[src/rtl/mem_port_arbiter_if.sv]
// -----------------------------------------------------------------------------
// mem_port_arbiter_if
// Bundles the fetch requester, the data requester and the shared memory port
// seen by mem_port_arbiter.
//   master : the arbiter's view. It drives the grants, the response valids and
//            data, the memory request fields and stray_rsp.
//   slave  : the environment's view (requesters plus memory), mirrored.
// Signal groups:
//   if_*   instruction fetch (req/addr/flush in, gnt/rvalid/rdata out)
//   d_*    load/store (req/we/be/addr/wdata in, gnt/rvalid/rdata out)
//   m_*    memory (req/we/be/addr/wdata out, gnt/rvalid/rdata in)
//   stray_rsp  one-cycle pulse for a memory response that has no owner
// -----------------------------------------------------------------------------
interface mem_port_arbiter_if #(
    parameter int ADDR_W = 32,
    parameter int DATA_W = 32
);
    localparam int BE_W = DATA_W / 8;

    logic              if_req;
    logic [ADDR_W-1:0] if_addr;
    logic              if_flush;
    logic              if_gnt;
    logic              if_rvalid;
    logic [DATA_W-1:0] if_rdata;

    logic              d_req;
    logic              d_we;
    logic [BE_W-1:0]   d_be;
    logic [ADDR_W-1:0] d_addr;
    logic [DATA_W-1:0] d_wdata;
    logic              d_gnt;
    logic              d_rvalid;
    logic [DATA_W-1:0] d_rdata;

    logic              m_req;
    logic              m_we;
    logic [BE_W-1:0]   m_be;
    logic [ADDR_W-1:0] m_addr;
    logic [DATA_W-1:0] m_wdata;
    logic              m_gnt;
    logic              m_rvalid;
    logic [DATA_W-1:0] m_rdata;

    logic              stray_rsp;

    modport master (
        input  if_req, if_addr, if_flush,
        output if_gnt, if_rvalid, if_rdata,
        input  d_req, d_we, d_be, d_addr, d_wdata,
        output d_gnt, d_rvalid, d_rdata,
        output m_req, m_we, m_be, m_addr, m_wdata,
        input  m_gnt, m_rvalid, m_rdata,
        output stray_rsp
    );

    modport slave (
        output if_req, if_addr, if_flush,
        input  if_gnt, if_rvalid, if_rdata,
        output d_req, d_we, d_be, d_addr, d_wdata,
        input  d_gnt, d_rvalid, d_rdata,
        input  m_req, m_we, m_be, m_addr, m_wdata,
        output m_gnt, m_rvalid, m_rdata,
        input  stray_rsp
    );
endinterface

[src/rtl/mem_port_arbiter.sv]
// -----------------------------------------------------------------------------
// mem_port_arbiter
// Shares one single-port memory between instruction fetch and load/store with
// a single transaction outstanding. Data has priority, but after STREAK_MAX
// consecutive data grants taken while fetch was asking, fetch is forced
// through. Responses are routed combinationally to the owner. A flushed fetch
// has its response swallowed. A response arriving with nothing outstanding
// raises stray_rsp.
// Ports:
//   clock  rising-edge clock
//   reset  synchronous, active-high. While it is high every output is 0,
//          except the rdata buses, which always mirror m_rdata.
//   bus    mem_port_arbiter_if.master (fetch, data and memory groups)
// -----------------------------------------------------------------------------
module mem_port_arbiter #(
    parameter int ADDR_W     = 32,
    parameter int DATA_W     = 32,
    parameter int STREAK_MAX = 4
) (
    input  logic               clock,
    input  logic               reset,
    mem_port_arbiter_if.master bus
);
    localparam int BE_W     = DATA_W / 8;
    localparam int STREAK_W = (STREAK_MAX < 1) ? 1 : $clog2(STREAK_MAX + 1);
    localparam logic [STREAK_W-1:0] STREAK_LIMIT = STREAK_W'(STREAK_MAX);
    localparam logic [STREAK_W-1:0] STREAK_ONE   = STREAK_W'(1);
    localparam logic [STREAK_W-1:0] STREAK_ZERO  = STREAK_W'(0);

    typedef enum logic [1:0] {
        ST_IDLE   = 2'd0,
        ST_WAIT_F = 2'd1,
        ST_WAIT_D = 2'd2,
        ST_DROP   = 2'd3
    } state_e;

    state_e              state_r;
    state_e              state_nxt_s;
    logic [STREAK_W-1:0] streak_r;
    logic [STREAK_W-1:0] streak_nxt_s;
    logic                f_elig_s;
    logic                d_elig_s;
    logic                pick_f_s;

    // Eligibility and winner selection for an issue slot in IDLE.
    always_comb begin
        // A flush masks fetch even in the cycle it would otherwise be granted.
        f_elig_s = bus.if_req & ~bus.if_flush;
        d_elig_s = bus.d_req;
        if (f_elig_s && (!d_elig_s || (streak_r >= STREAK_LIMIT))) begin
            pick_f_s = 1'b1;
        end else begin
            pick_f_s = 1'b0;
        end
    end

    // Next-state, streak update and all bus outputs.
    always_comb begin
        state_nxt_s   = state_r;
        streak_nxt_s  = streak_r;
        bus.if_gnt    = 1'b0;
        bus.if_rvalid = 1'b0;
        bus.if_rdata  = bus.m_rdata;
        bus.d_gnt     = 1'b0;
        bus.d_rvalid  = 1'b0;
        bus.d_rdata   = bus.m_rdata;
        bus.m_req     = 1'b0;
        bus.m_we      = 1'b0;
        bus.m_be      = {BE_W{1'b0}};
        bus.m_addr    = {ADDR_W{1'b0}};
        bus.m_wdata   = {DATA_W{1'b0}};
        bus.stray_rsp = 1'b0;

        if (reset) begin
            // Any in-flight transaction is abandoned. Its late response will
            // show up as stray_rsp.
            state_nxt_s  = ST_IDLE;
            streak_nxt_s = STREAK_ZERO;
        end else begin
            case (state_r)
                ST_IDLE: begin
                    bus.stray_rsp = bus.m_rvalid;
                    if (f_elig_s || d_elig_s) begin
                        bus.m_req = 1'b1;
                        if (pick_f_s) begin
                            bus.m_be   = {BE_W{1'b1}};
                            bus.m_addr = bus.if_addr;
                        end else begin
                            bus.m_we    = bus.d_we;
                            bus.m_be    = bus.d_be;
                            bus.m_addr  = bus.d_addr;
                            bus.m_wdata = bus.d_wdata;
                        end
                        if (bus.m_gnt) begin
                            if (pick_f_s) begin
                                bus.if_gnt   = 1'b1;
                                state_nxt_s  = ST_WAIT_F;
                                streak_nxt_s = STREAK_ZERO;
                            end else begin
                                bus.d_gnt   = 1'b1;
                                state_nxt_s = ST_WAIT_D;
                                // Count only data grants that made a fetch wait.
                                if (bus.if_req) begin
                                    if (streak_r >= STREAK_LIMIT) begin
                                        streak_nxt_s = STREAK_LIMIT;
                                    end else begin
                                        streak_nxt_s = streak_r + STREAK_ONE;
                                    end
                                end else begin
                                    streak_nxt_s = STREAK_ZERO;
                                end
                            end
                        end else begin
                            // Memory stalled. Nothing is latched, so the
                            // winner is re-evaluated next cycle.
                            state_nxt_s = ST_IDLE;
                        end
                    end else begin
                        state_nxt_s = ST_IDLE;
                    end
                end
                ST_WAIT_D: begin
                    if (bus.m_rvalid) begin
                        bus.d_rvalid = 1'b1;
                        state_nxt_s  = ST_IDLE;
                    end else begin
                        state_nxt_s = ST_WAIT_D;
                    end
                end
                ST_WAIT_F: begin
                    if (bus.m_rvalid) begin
                        // A flush in the response cycle still kills the data.
                        bus.if_rvalid = ~bus.if_flush;
                        state_nxt_s   = ST_IDLE;
                    end else if (bus.if_flush) begin
                        state_nxt_s = ST_DROP;
                    end else begin
                        state_nxt_s = ST_WAIT_F;
                    end
                end
                ST_DROP: begin
                    if (bus.m_rvalid) begin
                        state_nxt_s = ST_IDLE;
                    end else begin
                        state_nxt_s = ST_DROP;
                    end
                end
                default: begin
                    state_nxt_s  = ST_IDLE;
                    streak_nxt_s = STREAK_ZERO;
                end
            endcase
        end
    end

    // State and streak registers with synchronous reset.
    always_ff @(posedge clock) begin
        if (reset) begin
            state_r  <= ST_IDLE;
            streak_r <= STREAK_ZERO;
        end else begin
            state_r  <= state_nxt_s;
            streak_r <= streak_nxt_s;
        end
    end
endmodule

[src/flat_wrapper.sv]
// flat-port wrapper written by rule: the top's interface ports become plain ports
module mem_port_arbiter_flat 
#(
    parameter int ADDR_W     = 32,
    parameter int DATA_W     = 32,
    parameter int STREAK_MAX = 4
)
  (clock, reset, bus_if_req, bus_if_addr, bus_if_flush, bus_if_gnt, bus_if_rvalid, bus_if_rdata, bus_d_req, bus_d_we, bus_d_be, bus_d_addr, bus_d_wdata, bus_d_gnt, bus_d_rvalid, bus_d_rdata, bus_m_req, bus_m_we, bus_m_be, bus_m_addr, bus_m_wdata, bus_m_gnt, bus_m_rvalid, bus_m_rdata, bus_stray_rsp);
  mem_port_arbiter_if #(.ADDR_W(ADDR_W), .DATA_W(DATA_W)) bus_i ();
  input  logic clock;
  input  logic reset;
  input wire logic [$bits(bus_i.if_req)-1:0] bus_if_req;
  input wire logic [$bits(bus_i.if_addr)-1:0] bus_if_addr;
  input wire logic [$bits(bus_i.if_flush)-1:0] bus_if_flush;
  output wire logic [$bits(bus_i.if_gnt)-1:0] bus_if_gnt;
  output wire logic [$bits(bus_i.if_rvalid)-1:0] bus_if_rvalid;
  output wire logic [$bits(bus_i.if_rdata)-1:0] bus_if_rdata;
  input wire logic [$bits(bus_i.d_req)-1:0] bus_d_req;
  input wire logic [$bits(bus_i.d_we)-1:0] bus_d_we;
  input wire logic [$bits(bus_i.d_be)-1:0] bus_d_be;
  input wire logic [$bits(bus_i.d_addr)-1:0] bus_d_addr;
  input wire logic [$bits(bus_i.d_wdata)-1:0] bus_d_wdata;
  output wire logic [$bits(bus_i.d_gnt)-1:0] bus_d_gnt;
  output wire logic [$bits(bus_i.d_rvalid)-1:0] bus_d_rvalid;
  output wire logic [$bits(bus_i.d_rdata)-1:0] bus_d_rdata;
  output wire logic [$bits(bus_i.m_req)-1:0] bus_m_req;
  output wire logic [$bits(bus_i.m_we)-1:0] bus_m_we;
  output wire logic [$bits(bus_i.m_be)-1:0] bus_m_be;
  output wire logic [$bits(bus_i.m_addr)-1:0] bus_m_addr;
  output wire logic [$bits(bus_i.m_wdata)-1:0] bus_m_wdata;
  input wire logic [$bits(bus_i.m_gnt)-1:0] bus_m_gnt;
  input wire logic [$bits(bus_i.m_rvalid)-1:0] bus_m_rvalid;
  input wire logic [$bits(bus_i.m_rdata)-1:0] bus_m_rdata;
  output wire logic [$bits(bus_i.stray_rsp)-1:0] bus_stray_rsp;
  assign bus_i.if_req = bus_if_req;
  assign bus_i.if_addr = bus_if_addr;
  assign bus_i.if_flush = bus_if_flush;
  assign bus_if_gnt = bus_i.if_gnt;
  assign bus_if_rvalid = bus_i.if_rvalid;
  assign bus_if_rdata = bus_i.if_rdata;
  assign bus_i.d_req = bus_d_req;
  assign bus_i.d_we = bus_d_we;
  assign bus_i.d_be = bus_d_be;
  assign bus_i.d_addr = bus_d_addr;
  assign bus_i.d_wdata = bus_d_wdata;
  assign bus_d_gnt = bus_i.d_gnt;
  assign bus_d_rvalid = bus_i.d_rvalid;
  assign bus_d_rdata = bus_i.d_rdata;
  assign bus_m_req = bus_i.m_req;
  assign bus_m_we = bus_i.m_we;
  assign bus_m_be = bus_i.m_be;
  assign bus_m_addr = bus_i.m_addr;
  assign bus_m_wdata = bus_i.m_wdata;
  assign bus_i.m_gnt = bus_m_gnt;
  assign bus_i.m_rvalid = bus_m_rvalid;
  assign bus_i.m_rdata = bus_m_rdata;
  assign bus_stray_rsp = bus_i.stray_rsp;
  mem_port_arbiter #(.ADDR_W(ADDR_W), .DATA_W(DATA_W), .STREAK_MAX(STREAK_MAX)) u_core (.clock(clock), .reset(reset), .bus(bus_i));
endmodule
[config.mk]
export PLATFORM = sky130hd
export DESIGN_NAME = mem_port_arbiter_flat
export DESIGN_NICKNAME = d
export VERILOG_FILES = /design/src/rtl/mem_port_arbiter_if.sv /design/src/rtl/mem_port_arbiter.sv /design/src/flat_wrapper.sv
export SDC_FILE = /design/constraint.sdc
export NUM_CORES = 1
export LEC_CHECK = 0
export BUFFER_PORTS_ARGS = -buffer_cell sky130_fd_sc_hd__buf_4
export CAP_MARGIN = 10
export CORE_AREA = 2 2 108 110
export DETAILED_ROUTE_END_ITERATION = 10
export DIE_AREA = 0 0 110 112
export PLACE_DENSITY = 0.47
export SLEW_MARGIN = 40
export SYNTH_ARGS = -nofsm -noshare
export SYNTH_HDL_FRONTEND = slang
export SYNTH_SLANG_ARGS = --single-unit
[constraint.sdc]
create_clock -name clock -period 3.54 [get_ports clock]
set_clock_uncertainty 0.1 [all_clocks]
set_input_delay 0 -clock clock [delete_from_list [all_inputs] [get_ports clock]]
set_output_delay 0 -clock clock [all_outputs]
set_load 0.1 [all_outputs]
After elaboration in Yosys (flattened, before gate mapping):

Index checks and enable logic that the tools add are counted.

* bits in registers: 5
* logic and storage cells: 64

* bitwise operators: 2
* mux-type cells: 49
* equal/unequal tests: 3
* reduce and logical (&&, ||, !) cells: 6
* add/subtract/negate cells: 1
* $lt $le $gt $ge: 1

Operator list (number)
* 32-bit 2-to-1 mux: 8
* 1-bit 2-to-1 mux: 26
* 4-bit 2-to-1 mux: 4
* 2-bit 2-to-1 mux: 7
* 3-bit 2-to-1 mux: 3
* 2-bit case mux with 4 select lines: 1
* 2-bit equality test (second input constant): 2
* 3-bit by 1-bit adder with 3-bit output (second input constant): 1
* 3-bit >= comparator (second input constant): 1
* 3-bit AND reduction: 1
* 2-bit by 1-bit equality test with 1-bit output (second input constant): 1
* 2-bit zero test: 1
* 1-bit logical OR: 2
* 1-bit AND: 1
* 1-bit logical AND: 1
* 1-bit zero test: 1
* 1-bit NOT: 1

Longest topological paths before layout:

Gate-level depths: netlist of run 1.

* depth after elaboration: 9
* gate-level depth with buffers: 6

Worst setup path after synthesis of run 1:

OpenSTA, ideal clock, no wires.

* kind: register to output
* start: register u_core.state_r[1]
* end: output bus_d_rvalid
* path slack: -0.050 ns
* data arrival time: 3.490 ns
* stages on the path, launching flop included: 2
* path through: dfxtp_1 nor4b_1

* longest elaborated chain between the ends: 3

RTL lines
* start, declared: RTL line mem_port_arbiter.sv:37 `state_e state_r;`
* start signal, assigned: RTL line mem_port_arbiter.sv:162 `state_r <= state_nxt_s;`
* 2-bit equality test: RTL line mem_port_arbiter.sv:80 `case (state_r)`
* 1-bit 2-to-1 mux: RTL line mem_port_arbiter.sv:80
* 1-bit 2-to-1 mux: RTL line mem_port_arbiter.sv:74 `if (reset) begin`
* end, declared: RTL line flat_wrapper.sv:24 `output wire logic [$bits(bus_i.d_rvalid)-1:0] bus_d_rvalid;`

No other way between the ends.

Worst setup path in the final report of run 1:

* start: input reset
* end: output bus_m_wdata[1]

* longest elaborated chain between the ends: 1

RTL lines
* start, declared: RTL line flat_wrapper.sv:11 `input logic reset;`
* 32-bit 2-to-1 mux: RTL line mem_port_arbiter.sv:74
* end, declared: RTL line flat_wrapper.sv:30 `output wire logic [$bits(bus_i.m_wdata)-1:0] bus_m_wdata;`

No other way between the ends.

==> metrics.cfg, run 1 <==
[setup_path]
worst_ep_required_time_ps = 3440
critical_path_class = in2out
cp-end-kind = output pin
start_kind = input port
cpMaxStageDelayCell = dlygate4sd3_1
path_cells = dlygate4sd3_1 > buf_4 > nor3_2 > o21ai_4 > nor2_4 > and2_1 > buf_4
critPathMaxStageDelay_ps = 540
arrival_ps = 2060
path_common_cell = buf_4
critical_path_peak_fanout = 33

[placement]
dpl.hpwl_um = 5080
place_area_um2 = 2590
pre_cts_slack_ps = 1470
io_buffers = 182
dp_cells = 508
finalWeightedCongestion = 0.762

[status]
outcome = complete, no violations

[routing]
via_per_inst = 3.87
first_pass_iters = 5
vias = 2119
drt_iter0_drc = 40
drc_errors = 0
ant_nets = 0
wl_per_cell_um = 12.8
wl_um = 6990

[global_routing]
grt_pass1_vias = 2055
grt_max_degree = 41
overflow = 0
antenna_found_initial = 0
grt_usage_pct = 9.91
grt_pass1_wl_um = 9830

[yosys]
synth_area_um2 = 1550
avgSynthCellArea_um2 = 5.98
yosys_register_bits = 5
yosys_warnings = 0
syn-num-nets = 401
ys_types = 27
synth-seq-area-share_pct = 6.46
syn_inst = 259

[die]
die_x_um = 110
die_height_um = 112
boundaryPins = 279
core-area_um2 = 11200
dieArea_um2 = 12300
start_util_pct = 13.9
row_count = 39

[min_path]
worstHoldPathType = in2reg

[sta]
finalSetupViolations = 0
rsz0062_at_grt = no
hold_violations = 0
relSlewSlack_pct = 62.7
setup_tns_ps = 0
max_freq_mhz = 462
tightest_slew_ps = 560
min_period_ps = 2160
finalCritPeriodShare_pct = 61.1
setup_ws_ps = 1380
maxSlewViolCount = 0

[clocking]
cts.root.buffer_cell = clkbuf_16
clock_path_buffers = 2
htree_levels = 1
clk_latency_ps = 230
cts_resized = 0
cts_tree = done
clock-sinks = 5
clk_pin_slew_ps = 30
cts_buffers = 3

[power]
ir_drop_mv = 0.291
p_leak_nw = 1.73
p_per_area_nw_per_um2 = 370

[final_layout]
nFillCells = 1186
nets = 547
final_cells = 547
area_growth_pct = 116
num_antenna_cells = 0
final_area_um2 = 3340
finish.utilization_pct = 29.9
drive_above_1_share_pct = 56.4

[job]
maxCapViolCount = 0

==> repair_timing <==
item                                    CTS  global route
hold buffers                             35             0
hold endpoints to repair                 69             0
setup buffers                             0             0
endpoints found under the setup margin    0             0
==> final timing paths <==
kind	depth (start not counted)	slack, ps	endpoint	from
max	7	1380	bus_m_wdata[1]	reset
min	3	10	u_core.streak_r[2]$_SDFFE_PP0P_	bus_if_req
max reg2reg	6	1420	u_core.state_r[1]$_SDFF_PP0_	u_core.streak_r[2]$_SDFFE_PP0P_
min reg2reg	2	420	u_core.streak_r[1]$_SDFFE_PP0P_	u_core.streak_r[1]$_SDFFE_PP0P_
==> placed cells by master (no fill, tap or decap), types with 2 or more instances in the layout <==
cell	instances
buf_4	185
nand2_1	64
nor2_1	14
clkbuf_16	3
dfxtp_1	5
ha_1	2
and2_1	34
inv_1	7
a21oi_1	34
nor3_1	2
buf_12	32
dlygate4sd3_1	3
mux2i_1	2
==> area by class of cell <==
cell class,count,area (um2),share of cell area [%]
Tap cell,143,179,5.35
Multi-Input combinational cell,168,900,26.9
Sequential cell,5,100,2.99
Inverter,7,26.3,0.786
Timing Repair Buffer,220,2060,61.6
Clock buffer,4,78.8,2.36
==> cells in the mapped netlist <==
master	n	area share [%]
nor3_1	2	0.65
nor2_1	14	3.4
o211ai_2	1	0.81
o22a_1	1	0.57
ha_1	2	1.6
nor2_2	1	0.40
o21ai_2	1	0.57
and3_1	1	0.40
nor4_1	1	0.40
nor4bb_1	1	0.65
mux2i_1	2	1.3
nor4b_1	2	1.1
and2_1	34	14
o21ai_1	1	0.32
nor3_2	1	0.65
nand2_1	64	16
nor2b_4	1	0.89
buf_4	64	31
a32oi_1	1	0.57
dfxtp_1	5	6.5
buf_2	13	4.2
a21boi_2	1	0.73
inv_1	7	1.7
clkbuf_1	2	0.48
o21a_1	1	0.48
a21oi_1	34	11
nand2b_1	1	0.40
==> metal layers <==
| metal | track usage (%) | wire (um) | vias to the layer above |
|---|---|---|---|
| met2 | 20.2 | 4010 | 125 |
| met5 | 0 | 0 | - |
| li1 | - | - | 1039 |
| met4 | 1.94 | 36 | 0 |
| met3 | 0.644 | 546 | 6 |
| met1 | 10.8 | 2400 | 949 |
==> worst max-delay path: cells and delay by family <==
kind	cells	cell delay, ps
buffers and inverters	3	1000
and+or+nand+nor	3	930
AOI/OAI and AO/OA	1	110
==> report_power, final <==
part	total (W)	switching (W)	internal (W)
logic	0.000990	0.000744	0.000246
clock network	0.000185	0.0000361	0.000149
registers	0.0000608	0.00000223	0.0000586
==> state kept, by name (all words and copies together) (netlist names) <==
signal and flops:
u_core.state_r 2, u_core.streak_r 3
==> cells by family (layout without fill, tap and decap cells) <==
logic type,count (synthesis),after routing,share of synthesized area (%)
buf+inv,86,231,37.4
simple gates,123,123,38.2
flops,5,5,6.46
fa+ha+maj,2,2,1.62
compound gates,41,41,15.0
mux,2,2,1.29
==> through the flow <==
stage	hold slack (ps)	power (W)
floorplan	68.8	0.000833
global placement	-99.0	0.000676
detailed placement	-99.0	0.000677
CTS	13.0	0.00124
global route	30.7	0.00127
finish	13.5	0.00124
(Power assumes the default switching activity.)
==> run 2: changes to the inputs <==
Settings changed: ABC_AREA set to 1.
Clock period 3.54 ns to 2.2 ns, I/O delays scaled along.
==> metrics.cfg, run 2 <==
[status]
outcome = complete, no violations

[routing]
vias = 2359  ; +11%
wl_per_cell_um = 12.2  ; -4.9%
wl_um = 7240  ; +3.6%
drc_errors = 0  ; unchanged
drt_iter0_drc = 89  ; +120%
first_pass_iters = 3  ; -2
via_per_inst = 3.96  ; +2.2%
ant_nets = 0  ; unchanged

[clocking]
post_cts_buffers = 0  ; unchanged
cts.root.buffer_cell = clkbuf_16
postCtsHoldBufs = 34  ; -2.9%
clock-sinks = 5  ; unchanged
clk_latency_ps = 230  ; about the same
cts_tree = done
htree_levels = 1  ; unchanged
cts_resized = 0  ; unchanged
cts_buffers = 3  ; unchanged
clk_pin_slew_ps = 30  ; about the same
clock_path_buffers = 2  ; unchanged

[yosys]
yosysMostFrequentCell = nand2_1
avgSynthCellArea_um2 = 5.14  ; -14%
synth_top_cells_by_area = buf_4, nand2_1, a21oi_1, nor2_1, dfxtp_1
synth-edff-count = 0  ; unchanged
ys.flop_type = dfxtp_1
yosys_warnings = 0  ; unchanged
ys_types = 16  ; -41%
syn_inst = 310  ; +20%
synth_area_um2 = 1590  ; +2.8%
yosys-top-cells-count = nand2_1, buf_4, nor2_1
synth-seq-area-share_pct = 6.28  ; -0.18 points
yosysTopAreaCell = buf_4
netlist.area_leader.share_pct = 30.2  ; -0.85 points
async_flop_share_pct = 0  ; unchanged
yosys_register_bits = 5  ; unchanged
syn-num-nets = 452  ; +13%

[die]
dieArea_um2 = 12300  ; unchanged
boundaryPins = 279  ; unchanged
core-area_um2 = 11200  ; unchanged
start_util_pct = 14.3  ; +0.39 points
die_height_um = 112  ; unchanged
row_count = 39  ; unchanged
die_x_um = 110  ; unchanged

[setup_path]
cp-startpoint = u_core.streak_r[2]$_SDFFE_PP0P_
worst_ep_required_time_ps = 2100  ; -1340 ps
path_common_cell = buf_4
crit_family = buffers and inverters
r2r_setup_slack_ps = 840  ; -580 ps
start_kind = register
cp-end-kind = output pin
r2r_start = u_core.streak_r[2]$_SDFFE_PP0P_
critical_path_class = reg2out
arrival_ps = 1790  ; -270 ps
crit_path_end = bus_m_addr[6]
cpMaxStageDelayCell = dfxtp_1
critPathMaxStageDelay_ps = 330  ; -210 ps
reg2reg_to = u_core.state_r[1]$_SDFF_PP0_
path_cells = nor2_1 > nor2_4 > inv_2 > buf_4 > nand2_1 > a21oi_2 > buf_4
worst-path-stages = 7  ; unchanged
reg2regPathDepth = 6  ; unchanged
critical_path_peak_fanout = 33  ; unchanged
crit_buf_inv = 3  ; unchanged

[power]
ir_drop_mv = 0.490  ; +68%
p_leak_nw = 1.82  ; +5.4%
p_per_area_nw_per_um2 = 574  ; +55%
power.total_w = 0.00204  ; +65%

[final_layout]
largest_registers = u_core.streak_r (3), u_core.state_r (2)
nets = 596  ; +9.0%
num_antenna_cells = 0  ; unchanged
nFillCells = 1177  ; -0.76%
largest_register_ffs = 3  ; unchanged
final_cell_mix = buf_4, nand2_1, a21oi_2, buf_12, nor2_2
finish.utilization_pct = 31.8  ; +1.8 points
top_register = u_core.streak_r
area_growth_pct = 123
final_common_cell = buf_4
drive_above_1_share_pct = 63.8  ; +7.4 points

[global_routing]
grt_use_met3_pct = 1.81  ; +1.2 points
antenna_found_initial = 0  ; unchanged
grt_max_degree = 42  ; +2.4%
gr-max-usage-layer = met2
grt_pass1_wl_um = 10400  ; +6.2%
overflow = 0  ; unchanged
grt_pass1_vias = 2285  ; +11%
grt_usage_pct = 10.4  ; +0.48 points
globalRouteMet2Util_pct = 21.8  ; +1.6 points
grt_use_met1_pct = 9.80  ; -1.0 points

[placement]
finalWeightedCongestion = 0.745  ; -2.3%
io_buffers = 182  ; unchanged
dpl.hpwl_um = 5550  ; +9.4%

[sta]
hold_violations = 0  ; unchanged
tightest_slew_ps = 592  ; +32.3 ps
maxSlewViolCount = 0  ; unchanged
min_period_ps = 1890
max_freq_mhz = 528
rsz0062_at_grt = no
finalCritPeriodShare_pct = 86.0
relSlewSlack_pct = 60.5  ; -2.2 points
setup_tns_ps = 0  ; unchanged
finalSetupViolations = 0  ; unchanged

[job]
maxCapViolCount = 0  ; unchanged

[min_path]
worstHoldPathType = in2reg

==> run 2: kinds of logic after synthesis <==
kind of cell    share of synthesized area [%]
simple gates                             40.8
flops                                    6.28
fa+ha+maj                                1.57
buf+inv                                  39.0
compound gates                           12.3
==> run 2: worst min-delay path by stage <==
stage / from / to / slack (ps) / cells past startpoint
final: bus_if_req / u_core.streak_r[2]$_SDFFE_PP0P_ / 70 / 5
after global routing: bus_if_req / u_core.streak_r[2]$_SDFFE_PP0P_ / 80 / 5
after CTS: bus_if_req / u_core.streak_r[2]$_SDFFE_PP0P_ / 70 / 5
after detailed placement: bus_m_rdata[30] / bus_d_rdata[30] / -100 / 0
after global placement: bus_m_rdata[30] / bus_d_rdata[30] / -100 / 0
after floorplan: bus_m_rvalid / u_core.state_r[0]$_SDFF_PP0_ / 80 / 3
==> run 2: layer usage <==
metal  routed length, um  part of all wire [%]
met3                 824                    11
met5                   0                     0
met1                2280                    32
met2                4010                    55
met4                 129                   1.8
==> run 2: cell type report <==
cell class	instances	area, um2	area share, %
well taps	143	179	5.04
flip-flops and latches	5	100	2.82
multi-input cells	211	1080	30.4
inverters	11	41.3	1.16
clock buffers	4	78.8	2.22
repair buffers	222	2070	58.4
==> run 2: power breakdown <==
| part | switching (W) | internal, W | total, W |
|---|---|---|---|
| Clock | 0.0000582 | 0.000240 | 0.000298 |
| Combinational | 0.00124 | 0.000403 | 0.00164 |
| Sequential | 0.00000151 | 0.0000942 | 0.0000957 |
| Total | 0.00130 | 0.000737 | 0.00204 |
==> run 2: worst reg2reg max path: stages (launching register included) <==
cell and delay [ps]:
dfxtp_1 330, nor2_1 200, nor2_4 60, inv_2 50, buf_4 290, nand2_1 120
a21oi_1 140
==> run 2: per-stage QoR <==
step / instances / area (um2) / setup WS, ps / hold WS (ps)
final: 596 / 3550 / 308 / 74.6
after global routing: 596 / 3550 / 176 / 78.8
after CTS: 596 / 3550 / 309 / 67.5
after detailed placement: 558 / 2810 / 552 / -99.0
after global placement: 558 / 2810 / 586 / -99.0
after floorplan: 310 / 1790 / -397 / 82.1
==> run 3: changes to the inputs <==
Clock period 2.2 ns to 2.1 ns, I/O delays scaled along.
==> metrics.cfg, run 3 (same netlist as run 2, synthesis figures left out) <==
[clocking]
clk_pin_slew_ps = 30  ; about the same
clk_latency_ps = 220  ; about the same
cts_tree = done
cts.root.buffer_cell = clkbuf_16
post_cts_buffers = 0  ; unchanged
cts_resized = 0  ; unchanged
clock_path_buffers = 2  ; unchanged
clock-sinks = 5  ; unchanged
postCtsHoldBufs = 34  ; unchanged
htree_levels = 1  ; unchanged
cts_buffers = 3  ; unchanged

[routing]
ant_nets = 0  ; unchanged
first_pass_iters = 4  ; +1
wl_um = 7300  ; +0.79%
via_per_inst = 3.93  ; -0.81%
drc_errors = 0  ; unchanged
vias = 2336  ; -0.97%
wl_per_cell_um = 12.3  ; +0.96%
drt_iter0_drc = 89  ; unchanged

[sta]
rsz0062_at_grt = no
max_freq_mhz = 519
finalSetupViolations = 0  ; unchanged
maxSlewViolCount = 0  ; unchanged
relSlewSlack_pct = 71.6  ; +11 points
min_period_ps = 1930
hold_violations = 0  ; unchanged
setup_ws_ps = 172  ; -136 ps
tightest_slew_ps = 427  ; -165 ps
setup_tns_ps = 0  ; unchanged
finalCritPeriodShare_pct = 91.8

[final_layout]
final_area_um2 = 3580  ; +0.99%
final_common_cell = buf_4
largest_register_ffs = 3  ; unchanged
drive_above_1_share_pct = 65.3  ; +1.5 points
nets = 595  ; -0.17%
num_antenna_cells = 0  ; unchanged
top_register = u_core.streak_r
largest_registers = u_core.streak_r (3), u_core.state_r (2)
area_growth_pct = 125
final_cell_mix = buf_4, nand2_1, nor2_2
final_cells = 595  ; -0.17%

[placement]
finalWeightedCongestion = 0.848  ; +14%
io_buffers = 182  ; unchanged
dp_cells = 557  ; -0.18%
pre_cts_slack_ps = 399  ; -153 ps
dpl.hpwl_um = 5410  ; -2.5%
place_area_um2 = 2850  ; +1.2%

[status]
outcome = complete, no violations

[job]
maxCapViolCount = 0  ; unchanged

[setup_path]
cp-end-kind = output pin
r2r_setup_slack_ps = 710  ; -130 ps
reg2reg_to = u_core.state_r[0]$_SDFF_PP0_
arrival_ps = 1830  ; +40 ps
cpMaxStageDelayCell = dlygate4sd3_1
start_kind = input port
critical_path_peak_fanout = 27  ; -18%
reg2regPathDepth = 5  ; -1
critPathMaxStageDelay_ps = 540  ; +210 ps
worst_ep_required_time_ps = 2000  ; -100 ps
r2r_start = u_core.streak_r[2]$_SDFFE_PP0P_
critical_path_class = in2out
path_cells = dlygate4sd3_1 > buf_4 > nor2_1 > nand2_4 > buf_12 > a21oi_2 > buf_4
path_common_cell = buf_4

[die]
start_util_pct = 14.3  ; unchanged
row_count = 39  ; unchanged
boundaryPins = 279  ; unchanged
dieArea_um2 = 12300  ; unchanged
die_height_um = 112  ; unchanged
die_x_um = 110  ; unchanged
core-area_um2 = 11200  ; unchanged

[global_routing]
overflow = 0  ; unchanged
grt_max_degree = 41  ; -2.4%
grt_pass1_wl_um = 10800  ; +2.9%
antenna_found_initial = 0  ; unchanged
grt_usage_pct = 10.7  ; +0.34 points
grt_pass1_vias = 2350  ; +2.8%

[min_path]
hold_depth = 5  ; unchanged
worstHoldEndpoint = u_core.streak_r[0]$_SDFFE_PP0P_
min_from = bus_if_req
worstHoldPathType = in2reg

[power]
power.total_w = 0.00214  ; +5.2%
p_leak_nw = 1.82  ; +0.25%
p_per_area_nw_per_um2 = 598  ; +4.2%
ir_drop_mv = 0.281  ; -43%

==> run 3: cell count changes in the layout (fill, tap and decap cells not counted), sizes merged <==
cell	before	now
buf	220	219
==> run 3: stage by stage <==
step	utilization, %	hold WS (ps)
detailed placement	25.5	-99.0
floorplan	-	82.1
global route	32.1	82.5
finish	32.1	78.3
global placement	25.5	-99.0
CTS	32.1	70.3
==> run 3: cell type report <==
cell class	instances	area [um2]
fill	1177	7590
sequential	5	100
inverter	11	41.3
multi-input combinational	211	1100
tap	143	179
timing repair buffer	221	2090
clock buffer	4	78.8
==> run 3: how the worst max path moves through the flow <==
stage / start / to / slack, ps / cells after the start
2_1_floorplan: u_core.state_r[1]$_SDFF_PP0_ / bus_if_rvalid / -500 / 3
3_3_place_gp: u_core.state_r[0]$_SDFF_PP0_ / bus_m_addr[6] / 390 / 7
3_5_place_dp: u_core.state_r[0]$_SDFF_PP0_ / bus_m_addr[6] / 400 / 7
4_1_cts: reset / bus_m_addr[6] / 150 / 7
5_1_grt: u_core.streak_r[2]$_SDFFE_PP0P_ / bus_m_addr[6] / 60 / 6
6_report: reset / bus_m_addr[6] / 170 / 7
==> run 3: power by group <==
group	switching (W)	internal, W	leakage (nW)
registers	0.00000157	0.0000987	0.0406
clock network	0.0000567	0.000251	0.0382
logic	0.00130	0.000431	1.75
total	0.00136	0.000780	1.82
==> run 3: critical path, delay by kind of cell <==
family / cells / cell delay (ps)
buf+inv: 4 / 1270
simple gates: 2 / 390
compound gates: 1 / 150
==> run 3: routing by layer <==
layer	vias to the layer above	GRT usage, %	part of all wire (%)
met3	8	2.28	11
met4	0	2.95	0.93
met2	163	21.9	57
li1	1167	-	-
met1	998	10.4	32
met5	-	0	0
